`config.mk`:
```
export PLATFORM = sky130hd
export DESIGN_NAME = dff_bank_arbiter
export DESIGN_NICKNAME = d
export VERILOG_FILES = /design/src/rtl/dff_bank_pkg.sv /design/src/rtl/dff_bank_arbiter_rr_pick.sv /design/src/rtl/dff_bank_arbiter.sv
export SDC_FILE = /design/constraint.sdc
export NUM_CORES = 1
export LEC_CHECK = 0
export BUFFER_PORTS_ARGS = -buffer_cell sky130_fd_sc_hd__buf_2
export CORE_MARGIN = 2
export CORE_UTILIZATION = 60
export CTS_CLUSTER_DIAMETER = 200
export DETAILED_ROUTE_END_ITERATION = 7
export PLACE_DENSITY = 0.83
export SLEW_MARGIN = 20
export SYNTH_ARGS = -nofsm -noshare
export SYNTH_HDL_FRONTEND = slang
export SYNTH_SLANG_ARGS = --single-unit
```
`constraint.sdc`:
```
create_clock -name clk -period 6.9 [get_ports clk]
set_input_delay 0.345 -clock clk [delete_from_list [all_inputs] [get_ports clk]]
set_output_delay 0.345 -clock clk [all_outputs]
set_load 0.005 [all_outputs]
```
`src/rtl/dff_bank_pkg.sv`:
```
// ---------------------------------------------------------------------------
// dff_bank_pkg
// Shared types and helpers for the dff_bank_arbiter slice.
//   state_e : arbiter sequencing state (IDLE / LOCKED)
//   clog2   : ceiling log2, used for address, owner and lock-counter widths
// ---------------------------------------------------------------------------
package dff_bank_pkg;

    typedef enum logic [0:0] {
        IDLE   = 1'b0,
        LOCKED = 1'b1
    } state_e;

    // Ceiling log2 for elaboration-time width calculation.
    function automatic int clog2(input int value);
        int r;
        r = 0;
        while ((1 << r) < value) r++;
        return r;
    endfunction

endpackage

```
`src/rtl/dff_bank_arbiter_rr_pick.sv`:
```
// ---------------------------------------------------------------------------
// rr_pick
// Combinational round-robin picker: returns the first set bit of eligible_i
// searching ptr_i, ptr_i+1, ... modulo N_REQ.
//   eligible_i : candidate requesters
//   ptr_i      : search start index
//   win_oh_o   : one-hot winner (zero when no candidate)
//   win_idx_o  : winner index (zero when no candidate)
//   any_o      : at least one candidate present
// ---------------------------------------------------------------------------
module rr_pick
    import dff_bank_pkg::*;
#(
    parameter int N_REQ = 4,
    parameter int IW    = clog2(N_REQ)
) (
    input  logic [N_REQ-1:0] eligible_i,
    input  logic [IW-1:0]    ptr_i,
    output logic [N_REQ-1:0] win_oh_o,
    output logic [IW-1:0]    win_idx_o,
    output logic             any_o
);

    logic [IW-1:0] cand;
    logic          found;

    // NOTE: every output and temporary gets a default before the loop so the
    // block stays purely combinational and no latch is inferred.
    always_comb begin
        win_oh_o  = '0;
        win_idx_o = '0;
        found     = 1'b0;
        cand      = '0;
        for (int i = 0; i < N_REQ; i++) begin
            cand = IW'((int'(ptr_i) + i) % N_REQ);
            if (!found && eligible_i[cand]) begin
                found           = 1'b1;
                win_idx_o       = cand;
                win_oh_o[cand]  = 1'b1;
            end
        end
        any_o = found;
    end

endmodule

```
`src/rtl/dff_bank_arbiter.sv`:
```
// ---------------------------------------------------------------------------
// dff_bank_arbiter
// Round-robin arbiter and sequencer in front of a DEPTH x WIDTH register
// bank. One access (read or write) per clock edge; a requester holding
// lock may take up to LOCK_MAX consecutive accesses before being forced out.
//   clk    : clock, all state updates on posedge
//   rst    : synchronous active-low reset
//   req    : per-requester access request (level)
//   lock   : per-requester lock request, qualified by req
//   we     : per-requester 1 = write, 0 = read
//   addr   : packed per-requester addresses, slice i = requester i
//   wdata  : packed per-requester write data
//   gnt    : one-hot registered grant, one cycle per completed access
//   rvalid : high with gnt when the granted access was a read
//   rdata  : read data of the most recent granted read
// ---------------------------------------------------------------------------
module dff_bank_arbiter
    import dff_bank_pkg::*;
#(
    parameter int N_REQ    = 4,
    parameter int WIDTH    = 8,
    parameter int DEPTH    = 8,
    parameter int LOCK_MAX = 4
) (
    input  logic                   clk,
    input  logic                   rst,
    input  logic [N_REQ-1:0]       req,
    input  logic [N_REQ-1:0]       lock,
    input  logic [N_REQ-1:0]       we,
    input  logic [N_REQ*clog2(DEPTH)-1:0] addr,
    input  logic [N_REQ*WIDTH-1:0] wdata,
    output logic [N_REQ-1:0]       gnt,
    output logic                   rvalid,
    output logic [WIDTH-1:0]       rdata
);

    localparam int AW = clog2(DEPTH);
    localparam int IW = clog2(N_REQ);
    localparam int CW = clog2(LOCK_MAX + 1);

    // Registered state
    state_e           state_q, state_d;
    logic [IW-1:0]    owner_q, owner_d;
    logic [CW-1:0]    cnt_q, cnt_d;
    logic [IW-1:0]    ptr_q, ptr_d;
    logic [N_REQ-1:0] gnt_q, gnt_d;
    logic             rvalid_q, rvalid_d;
    logic [WIDTH-1:0] rdata_q, rdata_d;
    logic [WIDTH-1:0] bank_q [DEPTH];

    // Unpacked views of the per-requester buses
    logic [AW-1:0]    addr_arr  [N_REQ];
    logic [WIDTH-1:0] wdata_arr [N_REQ];

    always_comb begin
        for (int i = 0; i < N_REQ; i++) begin
            addr_arr[i]  = addr[i*AW +: AW];
            wdata_arr[i] = wdata[i*WIDTH +: WIDTH];
        end
    end

    // Arbitration
    logic [N_REQ-1:0] owner_oh;
    logic [N_REQ-1:0] mask;
    logic [N_REQ-1:0] eligible;
    logic [N_REQ-1:0] win_oh;
    logic [IW-1:0]    win_idx;
    logic             win_any;
    logic             keep_lock;

    assign owner_oh = N_REQ'(1) << owner_q;
    // In IDLE the previous winner sits out one arbitration; on a forced
    // release from LOCKED the owner is the one masked (it was also gnt_q).
    assign mask     = (state_q == LOCKED) ? owner_oh : gnt_q;
    assign eligible = req & ~mask;

    assign keep_lock = (state_q == LOCKED) && req[owner_q] && lock[owner_q]
                       && (cnt_q < CW'(LOCK_MAX));

    rr_pick #(
        .N_REQ (N_REQ),
        .IW    (IW)
    ) u_rr_pick (
        .eligible_i (eligible),
        .ptr_i      (ptr_q),
        .win_oh_o   (win_oh),
        .win_idx_o  (win_idx),
        .any_o      (win_any)
    );

    // Access selection and next state
    logic             acc_en;
    logic [IW-1:0]    acc_sel;
    logic             acc_we;
    logic [AW-1:0]    acc_addr;
    logic             wr_en;

    always_comb begin
        state_d = state_q;
        owner_d = owner_q;
        cnt_d   = cnt_q;
        ptr_d   = ptr_q;
        gnt_d   = '0;
        acc_en  = 1'b0;
        acc_sel = owner_q;

        if (keep_lock) begin
            acc_en  = 1'b1;
            acc_sel = owner_q;
            gnt_d   = owner_oh;
            cnt_d   = cnt_q + CW'(1);
        end else begin
            // Covers both plain IDLE and a forced release from LOCKED: the
            // release edge arbitrates normally, so there is no dead cycle.
            state_d = IDLE;
            cnt_d   = '0;
            if (win_any) begin
                acc_en  = 1'b1;
                acc_sel = win_idx;
                gnt_d   = win_oh;
                ptr_d   = IW'((int'(win_idx) + 1) % N_REQ);
                if (lock[win_idx]) begin
                    state_d = LOCKED;
                    owner_d = win_idx;
                    cnt_d   = CW'(1);
                end
            end
        end
    end

    assign acc_we   = we[acc_sel];
    assign acc_addr = addr_arr[acc_sel];
    assign wr_en    = acc_en & acc_we;
    assign rvalid_d = acc_en & ~acc_we;
    assign rdata_d  = (acc_en && !acc_we) ? bank_q[acc_addr] : rdata_q;

    // NOTE: sequential state uses non-blocking assignments so every register
    // samples its pre-edge value regardless of statement order.
    always_ff @(posedge clk) begin
        if (!rst) begin
            state_q  <= IDLE;
            owner_q  <= '0;
            cnt_q    <= '0;
            ptr_q    <= '0;
            gnt_q    <= '0;
            rvalid_q <= 1'b0;
            rdata_q  <= '0;
            // NOTE: the bank is a flop array that must read back zero after
            // reset, so it is cleared here unlike a RAM-style memory.
            for (int i = 0; i < DEPTH; i++) begin
                bank_q[i] <= '0;
            end
        end else begin
            state_q  <= state_d;
            owner_q  <= owner_d;
            cnt_q    <= cnt_d;
            ptr_q    <= ptr_d;
            gnt_q    <= gnt_d;
            rvalid_q <= rvalid_d;
            rdata_q  <= rdata_d;
            if (wr_en) begin
                bank_q[acc_addr] <= wdata_arr[acc_sel];
            end
        end
    end

    assign gnt    = gnt_q;
    assign rvalid = rvalid_q;
    assign rdata  = rdata_q;

endmodule
```
# Yosys cells after proc, flatten, opt, wreduce, memory -nomap -nowiden
# Memory sizes are Yosys's and may differ from the RTL's. A register that Yosys moved wholly into a read port is not among the register bits.
# Cells that the tools add are included.
[totals]
regBits = 13
mem_bits_rw = 64
in_bits = 58
out_inout_bits = 13
wordCells = 116
memories = 1
[memory_table]
columns = ["memory", "depth", "word_bits", "rd", "rd_clocked_by_memory_dff", "write_ports", "line", "text"]
rows = [
  ["bank_q", 8, 8, 1, 1, 8, "dff_bank_arbiter.sv:49", "logic [WIDTH-1:0] bank_q [DEPTH];"],
]
[classes]
add_sub_neg = 5
n_lt_le_gt_ge = 13
shift = 1
mux = 61
n_bitwise = 10
n_reduce_logical = 19
[ops]
columns = ["operator", "count"]
rows = [
  ["two-way mux 4 bit", 7],
  ["two-way mux 1 bit", 27],
  ["two-way mux 8 bit", 3],
  ["< comparator 2 x 3 -> 1 bit, second input constant", 7],
  ["binary-select mux 1 bit (select 2 bit)", 8],
  ["binary-select mux 8 bit (select 2 bit)", 1],
  ["two-way mux 2 bit", 6],
  ["two-way mux 3 bit", 4],
  ["bitwise OR 4 bit", 3],
  ["logical AND 1 bit", 11],
  ["demux 1 bit (select 2 bit)", 4],
  [">= comparator 2 x 1 -> 1 bit, second input constant", 4],
  ["OR reduction 8 bit", 1],
  ["binary-select mux 3 bit (select 2 bit)", 1],
  ["zero test 1 bit", 5],
  ["adder 2 x 1 -> 2 bit, second input constant", 2],
  ["adder 2 bit, second input constant", 2],
  ["AND 4 bit", 1],
  ["NOT 4 bit", 1],
  ["left shift 1 x 2 -> 4 bit, first input constant", 1],
  ["adder 3 x 1 -> 3 bit, second input constant", 1],
  [">= comparator 3 bit, second input constant", 1],
  ["< comparator 3 bit, second input constant", 1],
  ["NOT 2 -> 3 bit", 1],
  ["other kinds (4)", 6],
]

# Longest topological paths before layout
# Gate-level depths: netlist of run 1.
[logic_depth]
depth_word = 26
ltp_mapped = 16
depth_no_buf = 13

# Modules after synthesis
# From an unflattened synthesis of run 1, not the netlist that was laid out.
[unflattened]
hier_cells = 422
area_unflattened_um2 = 4798.4
[modules_own_cells]
columns = ["module", "n_inst", "cells_per_inst", "area_each_um2", "seq_area_each_um2"]
rows = [
  ["dff_bank_arbiter", 1, 377, 4379.2, 2342.2],
  ["rr_pick", 1, 45, 419.2, 0.0],
]

# Least setup slack after synthesis of run 1
# Ideal clock, no wire load.
[synth_timing]
path_kind = "reg2reg"
start = "register ptr_q[0]"
end = "memory bank_q[5][0] (enable)"
setup_time_ps = 329
arrival_time_ps = 3736
required_time_ps = 6571
setup_slack_ps = 2835
path_stages_with_launch = 16
path_buffers = 3
period_less_slack_ps = 4065
path_cell_list = "dfxtp_1 > clkinv_1 > ha_1 > clkbuf_1 > nor2b_1 > nand4_1 > nand4_1 > o31ai_2 > xnor2_1 > o21ai_1 > buf_6 > mux2i_4 > nor4bb_1 > clkbuf_1 > nand2_1 > nand2_1"
[synth_lines]
columns = ["item", "line", "text"]
rows = [
  ["start: declaration", "dff_bank_arbiter.sv:45", "logic [IW-1:0] ptr_q, ptr_d;"],
  ["start signal: assignment", "dff_bank_arbiter.sv:157", "ptr_q <= ptr_d;"],
  ["end: declaration", "dff_bank_arbiter.sv:49", ""],
]

==> results.sh, run 1 <==
export IMPL_start_kind="flip-flop"
export IMPL_synth_edf_count=64
export IMPL_dr_pass1_iters=5
export IMPL_status="finished clean"
export IMPL_hold_path_class="in -> reg"
export IMPL_die_area_um2=8720
export IMPL_synthArstFlopShare_pct=0
export IMPL_track_usage_pct=27.4
export IMPL_fin_tns_setup_ns=0
export IMPL_worstPathCellList="clkinv_1, ha_1, nor2b_1, nand4_1, nand4_1, o31ai_2, xnor2_1, o21ai_1, buf_4, mux2i_4, buf_4, nor4bb_1, nand2_1, nand2_1"
export IMPL_synth_area_leaders="edfxtp_1 (40%), mux2i_1 (11%), dfxtp_1 (8.8%)"
export IMPL_critPathRequiredTime_ns=6.93
export IMPL_nNetsFinal=567
export IMPL_rsz0062_at_grt="no"
export IMPL_setup_violations=0
export IMPL_path_clk_slew_ns=0.10
export IMPL_cts_root_buf="clkbuf_8"
export IMPL_fmaxAchievable_mhz=166
export IMPL_grt_remaining_overflow=0
export IMPL_via_per_inst=6.06
export IMPL_cp_slowest_stage_delay_ns=0.88
export IMPL_avgRoutedWirePerCell_um=18.5
export IMPL_synth_top_cell_by_area="edfxtp_1"
export IMPL_drive_gt1_share_pct=26.5
export IMPL_synth_top_flop_cell="edfxtp_1"
export IMPL_synth_distinct_cells=47
export IMPL_maxSlewViolCount=0
export IMPL_post_route_util_pct=69.3
export IMPL_synth_top_cell_area_share_pct=40.1
export IMPL_htree_num_levels=3
export IMPL_insertion_delay_ns=0.36
export IMPL_use_met2_pct=45.0
export IMPL_met1_usage_pct=35.8
export IMPL_busiest_layer="met2"
export IMPL_ios=71
export IMPL_clock_sinks=85
export IMPL_wl_um=11300
export IMPL_slowest_stage="nor4bb_1"
export IMPL_drc=0
export IMPL_grt_use_met3_pct=4.27
export IMPL_area_delta_synth_final_pct=11.7
export IMPL_drt_iter0_drc=263
export IMPL_num_antenna_cells=0
export IMPL_syn_area_um2=4790
export IMPL_tritoncts="done"
export IMPL_ys_ff_latch=85
export IMPL_critPathTopFamily="simple AND/OR/NAND/NOR gates"
export IMPL_cts_repair_resized=0
export IMPL_drtAntennaViolNets=0
export IMPL_hpwlAfterDp_um=7970
export IMPL_synth_cells=438
export IMPL_port_buffers=70
export IMPL_syn_area_per_cell_um2=10.9
export IMPL_gp_congestion=0.956
export IMPL_num_rows=32
export IMPL_cp_end_kind="flip-flop"
export IMPL_yosysWarnings=0
export IMPL_start_util_pct=62.0
export IMPL_post_cts_setup_buffer_count=0
export IMPL_antenna_found_initial=0
export IMPL_critPathBufInv=3
export IMPL_die_height_um=93.4
export IMPL_die_x_um=93.4
export IMPL_syn_nets=505
export IMPL_final_setup_skew_ns=0.0104
export IMPL_synth_common_cells="nor2_1 (70), edfxtp_1 (64), mux2i_1 (51)"
export IMPL_grt_pass1_vias=3645
export IMPL_path_class="reg -> reg"
export IMPL_grt_pass1_wl_um=17900
export IMPL_vias=3680
export IMPL_period_needed_ns=6.02
export IMPL_yosysSeqAreaShare_pct=48.9
export IMPL_hold_viol_final=0
export IMPL_max_slew_margin_rel_pct=36.2
export IMPL_grt_max_degree=35
export IMPL_clockBufferDepth=2
export IMPL_core_area_um2=7730
export IMPL_min_period_over_period_pct=87.2
export IMPL_maxCapViolations=0
export IMPL_yosysMostFrequentCell="nor2_1"
export IMPL_cts_hold_buf=0
export IMPL_path_max_fanout=34
export IMPL_worst_pin_slew_ns=0.950
export IMPL_cts_buffers=9
export IMPL_cp_arrival_ns=6.05
path summary, 6_finish.rpt:
check,startpoint,to,slack [ns],depth (start not counted)
max,ptr_q[0]$_SDFFE_PN0P_,bank_q[7][3]$_SDFFCE_PN0P_,0.88,14
min,lock[0],owner_q[1]$_SDFFE_PN0P_,0.42,4
max reg2reg,ptr_q[0]$_SDFFE_PN0P_,bank_q[7][3]$_SDFFCE_PN0P_,0.88,14
min reg2reg,cnt_q[1]$_SDFF_PN0_,cnt_q[1]$_SDFF_PN0_,0.58,2
flip-flops by register name (all words and copies together), names as in the netlist:
signal and count:
owner_q 2, cnt_q 3, rvalid 1, state_q 1, rdata 8, gnt 4
ptr_q 2, bank_q 64
final cells by class:
type,instances,area [µm²]
clock inverters,7,86.3
fillers,574,2370
multi-input cells,322,2270
flip-flops and latches,85,2340
inverters,9,33.8
repair buffers,73,373
clock buffers,9,124
well taps,102,128
metal layers:
layer,vias to the layer above,routed length (µm)
met5,-,0
met4,0,302
met3,27,855
met2,175,5360
met1,1760,4730
li1,1718,-
worst min-delay path: stages:
cell      delay [ns]
buf_2           0.09
mux2i_1         0.08
o21ai_0         0.14
a21boi_0        0.08
logic make-up after synthesis:
| family | Yosys count | synth area share, % |
|---|---|---|
| and+or+nand+nor | 172 | 16.6 |
| DFF | 85 | 48.9 |
| muxes | 82 | 18.6 |
| AOI/OAI and AO/OA | 56 | 9.16 |
| buffers and inverters | 31 | 3.79 |
| adders and majority gates | 9 | 2.35 |
| xor gates and xnor gates | 3 | 0.548 |
cells in the final DEF, fill, tap and decap left out, types with 2 or more instances in the layout:
master / netlist / final
a21boi_0: 3 / 3
a21oi_1: 6 / 6
a221oi_1: 5 / 5
a221oi_2: 8 / 8
and2_1: 6 / 6
and3_1: 8 / 8
buf_2: 4 / 70
buf_4: 0 / 3
clkbuf_8: 0 / 9
dfxtp_1: 21 / 21
edfxtp_1: 64 / 64
ha_1: 9 / 9
inv_1: 8 / 8
inv_6: 0 / 3
inv_8: 0 / 2
mux2_2: 27 / 27
mux2i_1: 51 / 51
mux4_2: 2 / 2
nand2_1: 42 / 42
nand2b_1: 6 / 6
nand3_1: 10 / 10
nand3b_1: 3 / 3
nand4_1: 6 / 6
nor2_1: 70 / 70
nor2b_1: 7 / 7
nor3_1: 5 / 5
o21ai_0: 13 / 13
o21ai_1: 10 / 10
o22ai_1: 4 / 4
or3_1: 4 / 4
xnor2_1: 2 / 2
through the flow:
stage               hold slack, ns  cell area, µm²  instances  setup WS [ns]
floorplan                    0.542            4790        438           2.83
global route                 0.485            5360        607          0.447
detailed placement           0.570            5140        591           1.15
CTS                          0.405            5360        607          0.997
global placement             0.558            5140        591           1.37
finish                       0.417            5360        607          0.883
Power of run 1 is left out: the tool's default activity adds up to more than one toggle a clock period on the data nets, which glitch-free logic cannot reach.
==> run 2: changes to the inputs <==
- CORE_UTILIZATION: 60 -> 55
- PLACE_DENSITY: 0.83 -> 0.77
- clock period: 6.9 -> 7.2 ns (I/O delays scaled with it)
==> run 2 against run 1 <==
  * Non-clock buffer count unchanged
  * Critical path depth unchanged
  * Via count shrank 1.5%
  * Clock skew is 0.0039 ns higher
  * Worst hold slack about the same
  * Sequential share of layout area grew 0.12 points
  * Flip-flop and latch count stayed put
  * Clock-buffer cell count unchanged
  * Worst setup slack better by 0.24 ns
  * Die area is 8.7% higher
  * Largest cell class unchanged
==> results.sh, run 2 (synthesized netlist as in run 1, its figures left out) <==
export IMPL_largest_reg_flops=64
export IMPL_worst_pin_slew_ns=1.01
export IMPL_rsz0062_at_grt="no"
export IMPL_start_kind="flip-flop"
export IMPL_status="finished clean"
export IMPL_antenna_found_initial=0
export IMPL_fillers=706
export IMPL_final_setup_skew_ns=0.0143
export IMPL_tritoncts="done"
export IMPL_track_usage_pct=23.7
export IMPL_max_flop_register="bank_q"
export IMPL_hold_path_class="in -> reg"
export IMPL_cts_repair_resized=0
export IMPL_drc=0
export IMPL_grt_pass1_vias=3437
export IMPL_insertion_delay_ns=0.37
export IMPL_cts_buffers=9
export IMPL_die_height_um=97.3
export IMPL_nNetsFinal=567
export IMPL_vias=3624
export IMPL_max_slew_margin_rel_pct=32.1
export IMPL_post_cts_setup_buffer_count=0
export IMPL_period_needed_ns=6.08
export IMPL_die_area_um2=9480
export IMPL_drive_gt1_share_pct=26.5
export IMPL_path_clk_slew_ns=0.10
export IMPL_clockBufferDepth=2
export IMPL_maxSlewViolCount=0
export IMPL_drt_iter0_drc=244
export IMPL_ios=71
export IMPL_hpwlAfterDp_um=7900
export IMPL_gp_congestion=0.942
export IMPL_die_x_um=97.3
export IMPL_grt_remaining_overflow=0
export IMPL_wl_um=11000
export IMPL_fin_tns_setup_ns=0
export IMPL_layout_common_cells="nor2_1 (70), buf_2 (70), edfxtp_1 (64), mux2i_1 (51), nand2_1 (42)"
export IMPL_setup_violations=0
export IMPL_core_area_um2=8590
export IMPL_area_delta_synth_final_pct=11.4
export IMPL_cts_hold_buf=0
export IMPL_grt_max_degree=35
export IMPL_path_max_fanout=34
export IMPL_port_buffers=70
export IMPL_cp_arrival_ns=6.13
export IMPL_path_class="reg -> reg"
export IMPL_cts_root_buf="clkbuf_8"
export IMPL_grt_pass1_wl_um=17700
export IMPL_avgRoutedWirePerCell_um=18.0
export IMPL_critPathRequiredTime_ns=7.25
export IMPL_dr_pass1_iters=5
export IMPL_cp_end_kind="flip-flop"
export IMPL_min_period_over_period_pct=84.4
export IMPL_num_rows=34
export IMPL_num_antenna_cells=0
export IMPL_via_per_inst=5.91
export IMPL_htree_num_levels=3
export IMPL_clock_sinks=85
export IMPL_fmaxAchievable_mhz=165
export IMPL_start_util_pct=55.8
export IMPL_drtAntennaViolNets=0
export IMPL_maxCapViolations=0
export IMPL_hold_viol_final=0
run 2: changes by cell type in the layout (fill, tap and decap cells not counted):
cell / before / now
bufinv_16: 1 / 0
clkinvlp_4: 1 / 2
run 2: routing by layer:
layer,part of all wire (%),global-route usage (%)
met5,0,0
met4,1.2,6.94
met3,8.3,4.39
met2,48,39.0
met1,43,32.3
run 2: metrics by stage:
stage          setup slack (ns)  instance area [µm²]  utilization [%]  hold slack (ns)  std cells
5_1_grt                   0.728                 5340             62.1            0.487        613
3_3_place_gp               1.59                 5150             60.0            0.558        597
3_5_place_dp               1.26                 5150             60.0            0.581        597
4_1_cts                    1.23                 5340             62.1            0.415        613
2_1_floorplan              3.13                 4790                -            0.542        438
6_report                   1.12                 5340             62.1            0.418        613
run 2: worst paths after layout:
path                         start                         end  depth (start not counted)  slack [ns]
max reg2reg  ptr_q[0]$_SDFFE_PN0P_  bank_q[7][4]$_SDFFCE_PN0P_                         14        1.12
max          ptr_q[0]$_SDFFE_PN0P_  bank_q[7][4]$_SDFFCE_PN0P_                         14        1.12
min                        lock[0]     owner_q[1]$_SDFFE_PN0P_                          4        0.42
min reg2reg    cnt_q[1]$_SDFF_PN0_         cnt_q[1]$_SDFF_PN0_                          2        0.59
run 2: cell type report:
class / instances / area (µm²) / area share, %
clock buffer: 9 / 124 / 2.32
inverter: 9 / 33.8 / 0.633
timing repair buffer: 73 / 373 / 6.98
multi-input combinational: 322 / 2270 / 42.5
sequential: 85 / 2340 / 43.9
tap: 108 / 135 / 2.53
clock inverter: 7 / 63.8 / 1.19
run 2: critical path, stage by stage (launching register included):
cell	delay, ns
dfxtp_1	0.70
clkinv_1	0.44
ha_1	0.53
nor2b_1	0.20
nand4_1	0.12
nand4_1	0.32
o31ai_2	0.46
xnor2_1	0.11
o21ai_1	0.14
buf_4	0.26
mux2i_4	0.25
buf_4	0.47
nor4bb_1	0.93
nand2_1	0.42
nand2_1	0.40
Power of run 2 is left out for the same reason.
==> run 3: changes to the inputs <==
- ABC_AREA: unset -> 1
- CORE_UTILIZATION: 55 -> 53
- clock period: 7.2 -> 5 ns (I/O delays scaled with it)
==> run 3 against run 2 <==
  * Flip-flop and latch count stayed put
  * Clock skew is 0.0031 ns lower
  * Cell count is 36% higher
  * Die area is 13% higher
  * Critical endpoint is now bank_q[2][1]$_SDFFCE_PN0P_
  * Highest routed layer unchanged
  * Cell area is 9.1% higher
  * Sequential share of layout area is 3.7 points lower
  * Via count is 27% higher
  * Non-clock buffer count is 2 lower
  * Synthesized area is 9.7% higher
  * Utilization is 2.0 points lower
==> results.sh, run 3 <==
export IMPL_status="finished clean"
export IMPL_largest_reg_flops=64
export IMPL_maxCapViolations=0
export IMPL_final_common_cell="nor2_1"
export IMPL_port_buffers=70
export IMPL_cts_repair_resized=0
export IMPL_slowest_stage="dfxtp_1"
export IMPL_cp_arrival_ns=4.57
export IMPL_yosysMostFrequentCell="nor2_1"
export IMPL_die_height_um=104
export IMPL_rsz0062_at_grt="no"
export IMPL_maxSlewViolCount=0
export IMPL_cp_slowest_stage_delay_ns=0.58
export IMPL_synth_top_cell_by_area="edfxtp_1"
export IMPL_synth_edf_count=64
export IMPL_avgRoutedWirePerCell_um=16.7
export IMPL_post_cts_setup_buffer_count=0
export IMPL_synthArstFlopShare_pct=0
export IMPL_antenna_found_initial=1
export IMPL_path_clk_slew_ns=0.08
export IMPL_place_inst=815
export IMPL_fin_area_um2=5830
export IMPL_synth_common_cells="nor2_1 (105), nand2_1 (104), inv_1 (76)"
export IMPL_ios=71
export IMPL_ff2ff_setup_slack_ns=0.47
export IMPL_cts_buffers=9
export IMPL_path_max_fanout=41
export IMPL_area_delta_synth_final_pct=10.8
export IMPL_core_area_um2=9680
export IMPL_cp_end_kind="flip-flop"
export IMPL_yosysWarnings=0
export IMPL_cpMostUsedCell="nand2_1"
export IMPL_max_flop_register="bank_q"
export IMPL_layout_common_cells="nor2_1 (105), nand2_1 (104), inv_1 (76), nand3_1 (71), buf_2 (70)"
export IMPL_setup_violations=0
export IMPL_critPathRequiredTime_ns=5.04
export IMPL_path_class="reg -> reg"
export IMPL_final_setup_skew_ns=0.0112
export IMPL_final_cells=834
export IMPL_period_needed_ns=4.53
export IMPL_max_slew_margin_rel_pct=63.8
export IMPL_synth_area_leaders="edfxtp_1 (37%), dfxtp_1 (8.0%), nor2_1 (7.5%)"
export IMPL_critPathTopFamily="simple AND/OR/NAND/NOR gates"
export IMPL_track_usage_pct=26.1
export IMPL_die_area_um2=10700
export IMPL_drc=0
export IMPL_drt_iter0_drc=564
export IMPL_wl_um=13900
export IMPL_drive_gt1_share_pct=20.1
export IMPL_post_route_util_pct=60.2
export IMPL_hpwlAfterDp_um=10300
export IMPL_drtAntennaViolNets=0
export IMPL_hold_path_class="in -> reg"
export IMPL_nNetsFinal=760
export IMPL_syn_area_per_cell_um2=8.31
export IMPL_cts_hold_buf=0
export IMPL_gp_congestion=0.990
export IMPL_dpl_cell_area_um2=5640
export IMPL_crit_start="ptr_q[0]$_SDFFE_PN0P_"
export IMPL_fmaxAchievable_mhz=221
export IMPL_r2r_end="bank_q[2][1]$_SDFFCE_PN0P_"
export IMPL_grt_pass1_vias=4383
export IMPL_via_per_inst=5.53
export IMPL_synth_top_cell_area_share_pct=36.5
export IMPL_fin_tns_setup_ns=0
export IMPL_die_x_um=104
export IMPL_rr_worst_depth=16
export IMPL_ys_ff_latch=85
export IMPL_grt_remaining_overflow=0
export IMPL_syn_area_um2=5260
export IMPL_num_rows=36
export IMPL_grt_max_degree=42
export IMPL_yosysSeqAreaShare_pct=44.5
export IMPL_cts_root_buf="clkbuf_8"
export IMPL_start_util_pct=54.3
export IMPL_critPathBufInv=2
export IMPL_r2r_start="ptr_q[0]$_SDFFE_PN0P_"
export IMPL_start_kind="flip-flop"
export IMPL_vias=4612
export IMPL_syn_nets=700
export IMPL_hold_viol_final=0
export IMPL_synth_distinct_cells=35
export IMPL_cp_depth=16
export IMPL_grt_pass1_wl_um=21900
export IMPL_synth_top_flop_cell="edfxtp_1"
export IMPL_clock_sinks=85
export IMPL_insertion_delay_ns=0.35
export IMPL_worstPathCellList="inv_1, ha_1, inv_1, nand3_1, nand2_1, nand3_2, nor2_4, nor2_8, nand2_4, nand2_2, nand2_1, nand3_4, nand2_4, nor2_4, nand2_1, nand2_1"
export IMPL_htree_num_levels=3
export IMPL_min_period_over_period_pct=90.6
export IMPL_tritoncts="done"
export IMPL_dr_pass1_iters=7
export IMPL_synth_cells=633
export IMPL_clockBufferDepth=2
export IMPL_worst_pin_slew_ns=0.543
export IMPL_cp_endpoint="bank_q[2][1]$_SDFFCE_PN0P_"
-- run 3: cell types whose count changed in the layout (fill, tap and decap cells not counted), moves of 11 or more --
cell / previous run / this run
a21oi_1: 6 / 24
inv_1: 8 / 76
mux2_2: 27 / 0
mux2i_1: 51 / 0
nand2_1: 42 / 104
nand2_2: 0 / 11
nand2_4: 0 / 11
nand3_1: 10 / 71
nand3b_1: 3 / 26
nor2_1: 70 / 105
-- run 3: cell type report --
cell class,count,area (µm²)
Tap cell,133,166
Timing Repair Buffer,71,358
Multi-Input combinational cell,444,2470
Antenna cell,3,7.51
Clock inverter,5,33.8
Sequential cell,85,2340
Inverter,82,308
Clock buffer,11,141
Fill cell,868,3860
-- run 3: worst min path at each step --
stage	startpoint	end	slack, ns	cells past startpoint
floorplan	cnt_q[0]$_SDFF_PN0_	cnt_q[0]$_SDFF_PN0_	0.43	1
global placement	cnt_q[0]$_SDFF_PN0_	cnt_q[0]$_SDFF_PN0_	0.45	1
detailed placement	cnt_q[0]$_SDFF_PN0_	cnt_q[0]$_SDFF_PN0_	0.49	1
CTS	lock[0]	owner_q[1]$_SDFFE_PN0P_	0.27	4
global route	we[1]	rvalid$_SDFF_PN0_	0.29	4
finish	lock[0]	owner_q[1]$_SDFFE_PN0P_	0.29	4
-- run 3: logic make-up (layout without fill, tap and decap cells) --
group / after synthesis / in the layout / synth area share, %
fa+ha+maj: 9 / 9 / 2.14
simple gates: 356 / 356 / 35.2
compound gates: 79 / 79 / 9.66
other cells: 0 / 3 / 0
flops: 85 / 85 / 44.5
buf+inv: 104 / 169 / 8.49
-- run 3: through the flow --
step | hold WS, ns | setup slack, ns
4_1_cts | 0.266 | 0.571
6_report | 0.290 | 0.472
3_3_place_gp | 0.453 | 0.797
5_1_grt | 0.294 | 0.0840
2_1_floorplan | 0.433 | 1.77
3_5_place_dp | 0.485 | 0.582
-- run 3: worst register-to-register path: stages (launching register included) --
cell and delay [ns]:
dfxtp_1 0.58, inv_1 0.28, ha_1 0.42, inv_1 0.13, nand3_1 0.10, nand2_1 0.14
nand3_2 0.15, nor2_4 0.18, nor2_8 0.07, nand2_4 0.24, nand2_2 0.37, nand2_1 0.23
nand3_4 0.27, nand2_4 0.44, nor2_4 0.12, nand2_1 0.23, nand2_1 0.26
-- run 3: layer usage --
layer | global-route usage (%) | up-vias | wire length, µm
li1 | - | 2243 | -
met1 | 32.6 | 2130 | 5690
met2 | 44.5 | 208 | 6790
met3 | 4.59 | 31 | 1030
met4 | 11.2 | 0 | 387
met5 | 0 | - | 0
Power of run 3 is left out for the same reason.
